$ cat config.mk
export PLATFORM = sky130hd
export DESIGN_NAME = writeback_stage
export DESIGN_NICKNAME = d
export VERILOG_FILES = /design/src/rtl/writeback_stage.sv
export SDC_FILE = /design/constraint.sdc
export NUM_CORES = 1
export LEC_CHECK = 0
export ABC_CLOCK_PERIOD_IN_PS = 2100
export CORE_AREA = 2 2 207 209
export DETAILED_ROUTE_END_ITERATION = 6
export DIE_AREA = 0 0 209 211
export GPL_TIMING_DRIVEN = 0
export PLACE_DENSITY = 0.51
export SLEW_MARGIN = 10
export SYNTH_ARGS = -nofsm -noshare
export SYNTH_HDL_FRONTEND = slang
export SYNTH_SLANG_ARGS = --single-unit
$ cat constraint.sdc
create_clock -name clk -period 2.1 [get_ports clk]
set_input_delay 0.21 -clock clk [delete_from_list [all_inputs] [get_ports clk]]
set_output_delay 0.21 -clock clk [all_outputs]
set_load 0.03 [all_outputs]
$ cat src/rtl/writeback_stage.sv
// Final pipeline stage: selects the write-back result, drives the scalar and vector
// register-file write ports, and drains 144-bit vector results as 48-bit beats.
// Optional registered forwarding port is enabled with the WB_FORWARD_EN macro.
module writeback_stage #(
  parameter int DATA_W   = 144,
  parameter int BEAT_W   = 48,
  parameter int SCALAR_W = 24
) (
  input  logic                  clk,
  input  logic                  rst,
  input  logic                  en,
  input  logic [2*DATA_W+13:0]  bufferIn,
  output logic                  stall,
  output logic                  sWe,
  output logic [3:0]            sRd,
  output logic [SCALAR_W-1:0]   sData,
  output logic                  vWe,
  output logic [3:0]            vRd,
  output logic [1:0]            vBeat,
  output logic [BEAT_W-1:0]     vData,
  output logic                  modeSelOut,
  output logic                  fwdValid,
  output logic [3:0]            fwdRd,
  output logic [DATA_W-1:0]     fwdData,
  output logic                  state_dbg
);

  localparam int NBEATS = DATA_W / BEAT_W;
  localparam logic [1:0] LAST_BEAT = 2'(NBEATS - 1);

  // Bundle field positions, laid out above the two DATA_W-wide result fields.
  localparam int RC_LSB   = 2 * DATA_W;
  localparam int RW_BIT   = RC_LSB + 4;
  localparam int M2R_BIT  = RC_LSB + 5;
  localparam int OPC_LSB  = RC_LSB + 6;
  localparam int MODE_BIT = RC_LSB + 12;
  localparam int RWV_BIT  = RC_LSB + 13;

  typedef enum logic {
    IDLE = 1'b0,
    VEC  = 1'b1
  } state_t;

  state_t               state;
  state_t               state_next;
  logic [1:0]           beat;
  logic [1:0]           beat_next;

  logic [DATA_W-1:0]    alu_in;
  logic [DATA_W-1:0]    mem_in;
  logic [3:0]           rc_in;
  logic                 rw_in;
  logic                 m2r_in;
  logic                 mode_in;
  logic                 rwv_in;
  logic                 unused_fields;

  logic                 capture;
  logic [DATA_W-1:0]    result_q;
  logic [3:0]           rc_q;
  logic                 mode_q;
  logic                 s_pend;

  assign alu_in  = bufferIn[DATA_W-1:0];
  assign mem_in  = bufferIn[2*DATA_W-1:DATA_W];
  assign rc_in   = bufferIn[RC_LSB+3:RC_LSB];
  assign rw_in   = bufferIn[RW_BIT];
  assign m2r_in  = bufferIn[M2R_BIT];
  assign mode_in = bufferIn[MODE_BIT];
  assign rwv_in  = bufferIn[RWV_BIT];
  // opCode/opType travel with the bundle but are not decoded here.
  assign unused_fields = ^bufferIn[OPC_LSB+5:OPC_LSB];

  // Handshake: upstream presents bufferIn; it is taken at any rising edge with
  // en=1 and stall=0, and upstream must hold it unchanged while stall is high.
  assign capture = en && !stall;

  // State register.
  always_ff @(posedge clk or negedge rst) begin
    if (!rst) begin
      state <= IDLE;
      beat  <= 2'd0;
    end else begin
      state <= state_next;
      beat  <= beat_next;
    end
  end

  // Next-state logic: a vector drains one beat per enabled edge; the edge that
  // retires the last beat may also take the next bundle with no bubble.
  always_comb begin
    state_next = state;
    beat_next  = beat;
    case (state)
      IDLE: begin
        if (capture && rwv_in) begin
          state_next = VEC;
          beat_next  = 2'd0;
        end
      end
      VEC: begin
        if (en) begin
          if (beat == LAST_BEAT) begin
            beat_next  = 2'd0;
            state_next = (capture && rwv_in) ? VEC : IDLE;
          end else begin
            beat_next = beat + 2'd1;
          end
        end
      end
      default: begin
        state_next = IDLE;
        beat_next  = 2'd0;
      end
    endcase
  end

  // Output logic: strobes are registered intent qualified by en.
  always_comb begin
    stall     = (state == VEC) && (beat != LAST_BEAT);
    vWe       = (state == VEC) && en;
    sWe       = s_pend && en;
    vBeat     = beat;
    state_dbg = state;
    vData     = '0;
    for (int k = 0; k < NBEATS; k++) begin
      if (beat == 2'(k)) vData = result_q[k*BEAT_W +: BEAT_W];
    end
  end

  // Captured bundle; s_pend is cleared by the enabled edge that performs the write.
  always_ff @(posedge clk or negedge rst) begin
    if (!rst) begin
      result_q <= '0;
      rc_q     <= '0;
      mode_q   <= 1'b0;
      s_pend   <= 1'b0;
    end else if (capture) begin
      result_q <= m2r_in ? mem_in : alu_in;
      rc_q     <= rc_in;
      mode_q   <= mode_in;
      s_pend   <= rw_in;
    end else if (en) begin
      s_pend <= 1'b0;
    end
  end

  assign sRd        = rc_q;
  assign sData      = result_q[SCALAR_W-1:0];
  assign vRd        = rc_q;
  assign modeSelOut = mode_q;

`ifdef WB_FORWARD_EN
  logic              fwd_fire;
  logic              fwd_valid_q;
  logic [3:0]        fwd_rd_q;
  logic [DATA_W-1:0] fwd_data_q;

  // A bundle is complete when its last vector beat retires, or when a
  // scalar-only write retires (a scalar riding with a vector waits for the vector).
  assign fwd_fire = en && (((state == VEC) && (beat == LAST_BEAT)) ||
                           ((state == IDLE) && s_pend));

  always_ff @(posedge clk or negedge rst) begin
    if (!rst) begin
      fwd_valid_q <= 1'b0;
      fwd_rd_q    <= '0;
      fwd_data_q  <= '0;
    end else begin
      fwd_valid_q <= fwd_fire;
      if (fwd_fire) begin
        fwd_rd_q   <= rc_q;
        fwd_data_q <= result_q;
      end
    end
  end

  assign fwdValid = fwd_valid_q;
  assign fwdRd    = fwd_rd_q;
  assign fwdData  = fwd_data_q;
`else
  assign fwdValid = 1'b0;
  assign fwdRd    = '0;
  assign fwdData  = '0;
`endif

endmodule

# Word level (Yosys, flattened, before mapping)
# Cells that the tools add are included.
[totals] regBits=153 out_inout_bits=236 inputBits=305
[op_classes] mux=14 reduce_logical=9 add_sub_neg=1 eq_ne=5 n_bitwise=1
[ops] operator="$mux W144" count=1
[ops] operator="$mux W48" count=3
[ops] operator="$mux W2" count=3
[ops] operator="$ne A2 B2 Y1 const B" count=3
[ops] operator="$logic_and A1 B1 Y1" count=5
[ops] operator="$mux W1" count=5
[ops] operator="$pmux W2 S2" count=1
[ops] operator="$add A2 B1 Y2 const B" count=1
[ops] operator="$eq A2 B1 Y1 const B" count=1
[ops] operator="$eq A2 B2 Y1 const B" count=1
[ops] operator="$logic_not A2 Y1" count=1
[ops] operator="$pmux W1 S2" count=1
[ops] operator="$reduce_and A2 Y1" count=1
[ops] operator="$reduce_bool A2 Y1" count=1
[ops] operator="$logic_not A1 Y1" count=1
[ops] operator="$not A1 Y1" count=1

# Depth between registers and ports, before layout
[logic_depth] word_depth=9 ltp_mapped=6 depth_no_buf=3

# Worst setup path before layout
# OpenSTA, ideal clock, no wires.
[synth_path] kind="register -> output" startpoint="reg beat[0] (netlist: vBeat[0])" endpoint="out vData[38]" slack_ns=-0.068 arrival_ns=1.958 stages_incl_launch_ff=5 path_buffers=2 required_time_ns=1.890 cell_sequence="dfrtp_1 > buf_2 > clkbuf_1 > mux2i_1 > o21ai_0"
[synth_between] elab_chain_len=4 elab_cells_between_ends=6 classes_between="eq/ne: 2; mux: 3; reduce/logical: 1"
[synth_lines] item="start, declared" line_no="46" source="logic [1:0] beat;"
[synth_lines] item="start signal, assigned" line_no="85" source="beat <= beat_next;"
[synth_lines] item="$logic_not A2 Y1" line_no="127" source="if (beat == 2'(k)) vData = result_q[k*BEAT_W +: BEAT_W];"
[synth_lines] item="$mux W48 (2 in a row)" line_no="127"
[synth_lines] item="$mux W48 (*)" line_no="127"
[synth_lines] item="end, declared" line_no="20" source="output logic [BEAT_W-1:0] vData,"
# Mark *: on every way between the ends. The rest lies on a longest branch, timed or not.

# Worst setup path after layout
# Ends and elaborated chain as after synthesis.

==> flow_summary.json <==
{
  "status": "finished, final reports clean",
  "diodes": 0,
  "antenna_found_initial": 1,
  "grt_util_all_layers": 0.1490,
  "path_common_cell": "buf_6",
  "clk_latency_ns": 0.42,
  "final_max_slew_viol_count": 0,
  "rows": 75,
  "core_sq_mm": 0.04176,
  "firstDrtPassIters": 4,
  "critical_path.endpoint_type": "output pin",
  "hold_slack_ns": 0.2921,
  "grt_pass1_wl_mm": 48.81,
  "cp_cell_sequence": "buf_6, nor2b_4, buf_12, buf_8, clkbuf_16, nand2_1, o21ai_2, buf_6",
  "gr-usage-met3": 0.04059,
  "routed-via-count": 7578,
  "p_leak_nw": 6.901,
  "clock_sinks": 153,
  "gr-usage-met1": 0.1737,
  "cts_inserted_buffers": 17,
  "layout_common_cells": "clkdlybuf4s50_1, mux2_2, buf_4",
  "avgSynthCellArea_sq_um": 11.74,
  "fin_worst_skew_ns": 0.01284,
  "fin_nets": 1696,
  "cp_top_family": "buffers and inverters",
  "finalWorstSetupSlack_ns": 0.03423,
  "start_kind": "register",
  "grt_pass1_vias": 7875,
  "yosysSeqAreaShare": 0.3920,
  "viasPerCell": 3.900,
  "utilization": 0.3735,
  "critPathBufInv": 5,
  "synth_seq_cells": 153,
  "fmax_mhz": 484.1,
  "crit_required_ns": 1.89,
  "powerDensity_mw_per_mm2": 1322,
  "criticalPathCategory": "reg -> out",
  "chipWidth_um": 209,
  "grt_max_degree": 91,
  "syn-cell-area_sq_mm": 0.009768,
  "start_util": 0.2339,
  "hold_path_class": "in -> async",
  "top_usage_layer": "met2",
  "yosysWarnings": 0,
  "cp_slowest_cell": "dfrtp_1",
  "ys_types": 19,
  "area_delta_synth_final_pct": 59.65,
  "hold_viol_final": 0,
  "drive_gt1_frac": 0.4366,
  "clkTransAtPathRegs_ns": 0.07,
  "critPathMaxFanout": 7,
  "worstPathArrival_ns": 1.86,
  "worst_slew_pin_slew_ns": 0.7075,
  "io_pins": 541,
  "area.sequential_sq_mm": 0.003830,
  "grtUsageMet2": 0.2737,
  "rsz0062_at_grt": "true",
  "htree_levels": 4,
  "tritoncts": "built",
  "drtAntennaViolNets": 0,
  "multi_input_comb_area_sq_mm": 0.004930,
  "port-buffer-count": 384,
  "grt_overflow": 0,
  "slew_headroom": 0.5283,
  "dpl.hpwl_mm": 26.83,
  "wl_mm": 33.73,
  "clock_path_buffers": 2,
  "critPathMaxStageDelay_ns": 0.39,
  "fillers": 4229,
  "dp_slack_ns": -1.028,
  "cap_viol_max_count": 0,
  "fp.dieH_um": 211,
  "syn-instance-count": 832,
  "min_period_ns": 2.066,
  "gp_congestion": 0.7498,
  "layout_commonest_cell": "clkdlybuf4s50_1",
  "drc_errors": 0,
  "post-route-period-util": 0.9837,
  "irDropWorstVdd_mv": 0.6420,
  "setup-violations-final": 0,
  "root_buffer": "clkbuf_16",
  "drt_iter0_drc": 257,
  "die_area_sq_mm": 0.04410,
  "wl_per_cell_um": 17.36
}
[worst paths after layout]
check	depth (start not counted)	startpoint	slack [ns]	end
min reg2reg	1	s_pend	0.49	s_pend
min	2	rst	0.29	result_q[32]
max	8	vBeat[0]	0.03	vData[38]
max in group asynchronous	3	rst	0.92	result_q[59]
min in group clk	3	bufferIn[292]	0.35	s_pend
max reg2reg	6	vBeat[1]	0.20	result_q[102]
[stage by stage]
stage                     instance area (sq um)   TNS, ns  power, mW  std cells
final                                     15600         0      20.61       1943
after global placement                    14840   -975.14      17.56       1903
after detailed placement                  14870    -56.03      17.62       1904
after CTS                                 15520  -0.04156      20.73       1941
after floorplan                           10320         0      12.76        980
after global routing                      15600   -0.6311      21.88       1943
[sequential cells by signal (all words and copies together) (netlist names)]
name / count
modeSelOut: 1
result_q: 144
sRd: 4
s_pend: 1
state_dbg: 1
vBeat: 2
[synthesized netlist by cell type, drive strengths merged]
master | number | area, sq um
buf | 210 | 1565
o21ai | 49 | 245.2
and2 | 2 | 12.51
a22o | 2 | 17.52
inv | 2 | 7.510
clkbuf | 15 | 56.30
nand2 | 51 | 191.4
conb | 1 | 3.750
nor2 | 1 | 3.750
mux2 | 294 | 3311
dfrtp | 153 | 3829
nor2b | 1 | 6.260
mux2i | 48 | 480.5
o2bb2ai | 1 | 8.760
nand2b | 1 | 13.76
a21oi | 1 | 16.27
[timing repair]
action,CTS,global route
hold buffers,1,0
cloned,1,1
gates resized for setup,320,74
setup endpoints to repair,160,64
buffers inserted,3,2
endpoints found under the hold margin,63,0
[where the power goes]
part | switching [mW] | internal, mW
Combinational | 6.39 | 5.68
Sequential | 0.931 | 4.49
Clock | 1.41 | 1.72
Total | 8.73 | 11.9
[area by class of cell]
cell class	instances	share of cell area
plain buffers	224	0.1097
inverters	2	0.0004814
repair buffers	393	0.2471
multi-input cells	600	0.3161
flip-flops and latches	153	0.2456
well taps	539	0.04324
clock buffers	18	0.02816
clock inverters	14	0.009628
[layer usage]
| layer | up-vias | share of wire |
|---|---|---|
| met2 | 309 | 0.52 |
| li1 | 3689 | - |
| met3 | 11 | 0.069 |
| met5 | - | 0 |
| met1 | 3569 | 0.41 |
| met4 | 0 | 0.0080 |
[kinds of logic after synthesis]
logic type	count (synthesis)	share of synthesized area
flip-flops	153	0.3920
AND/OR/NAND/NOR	56	0.02331
buffers and inverters	227	0.1668
AO/OA/AOI/OAI	53	0.02946
multiplexers	342	0.3881
other	1	0.0003839
(Power assumes the default switching activity.)
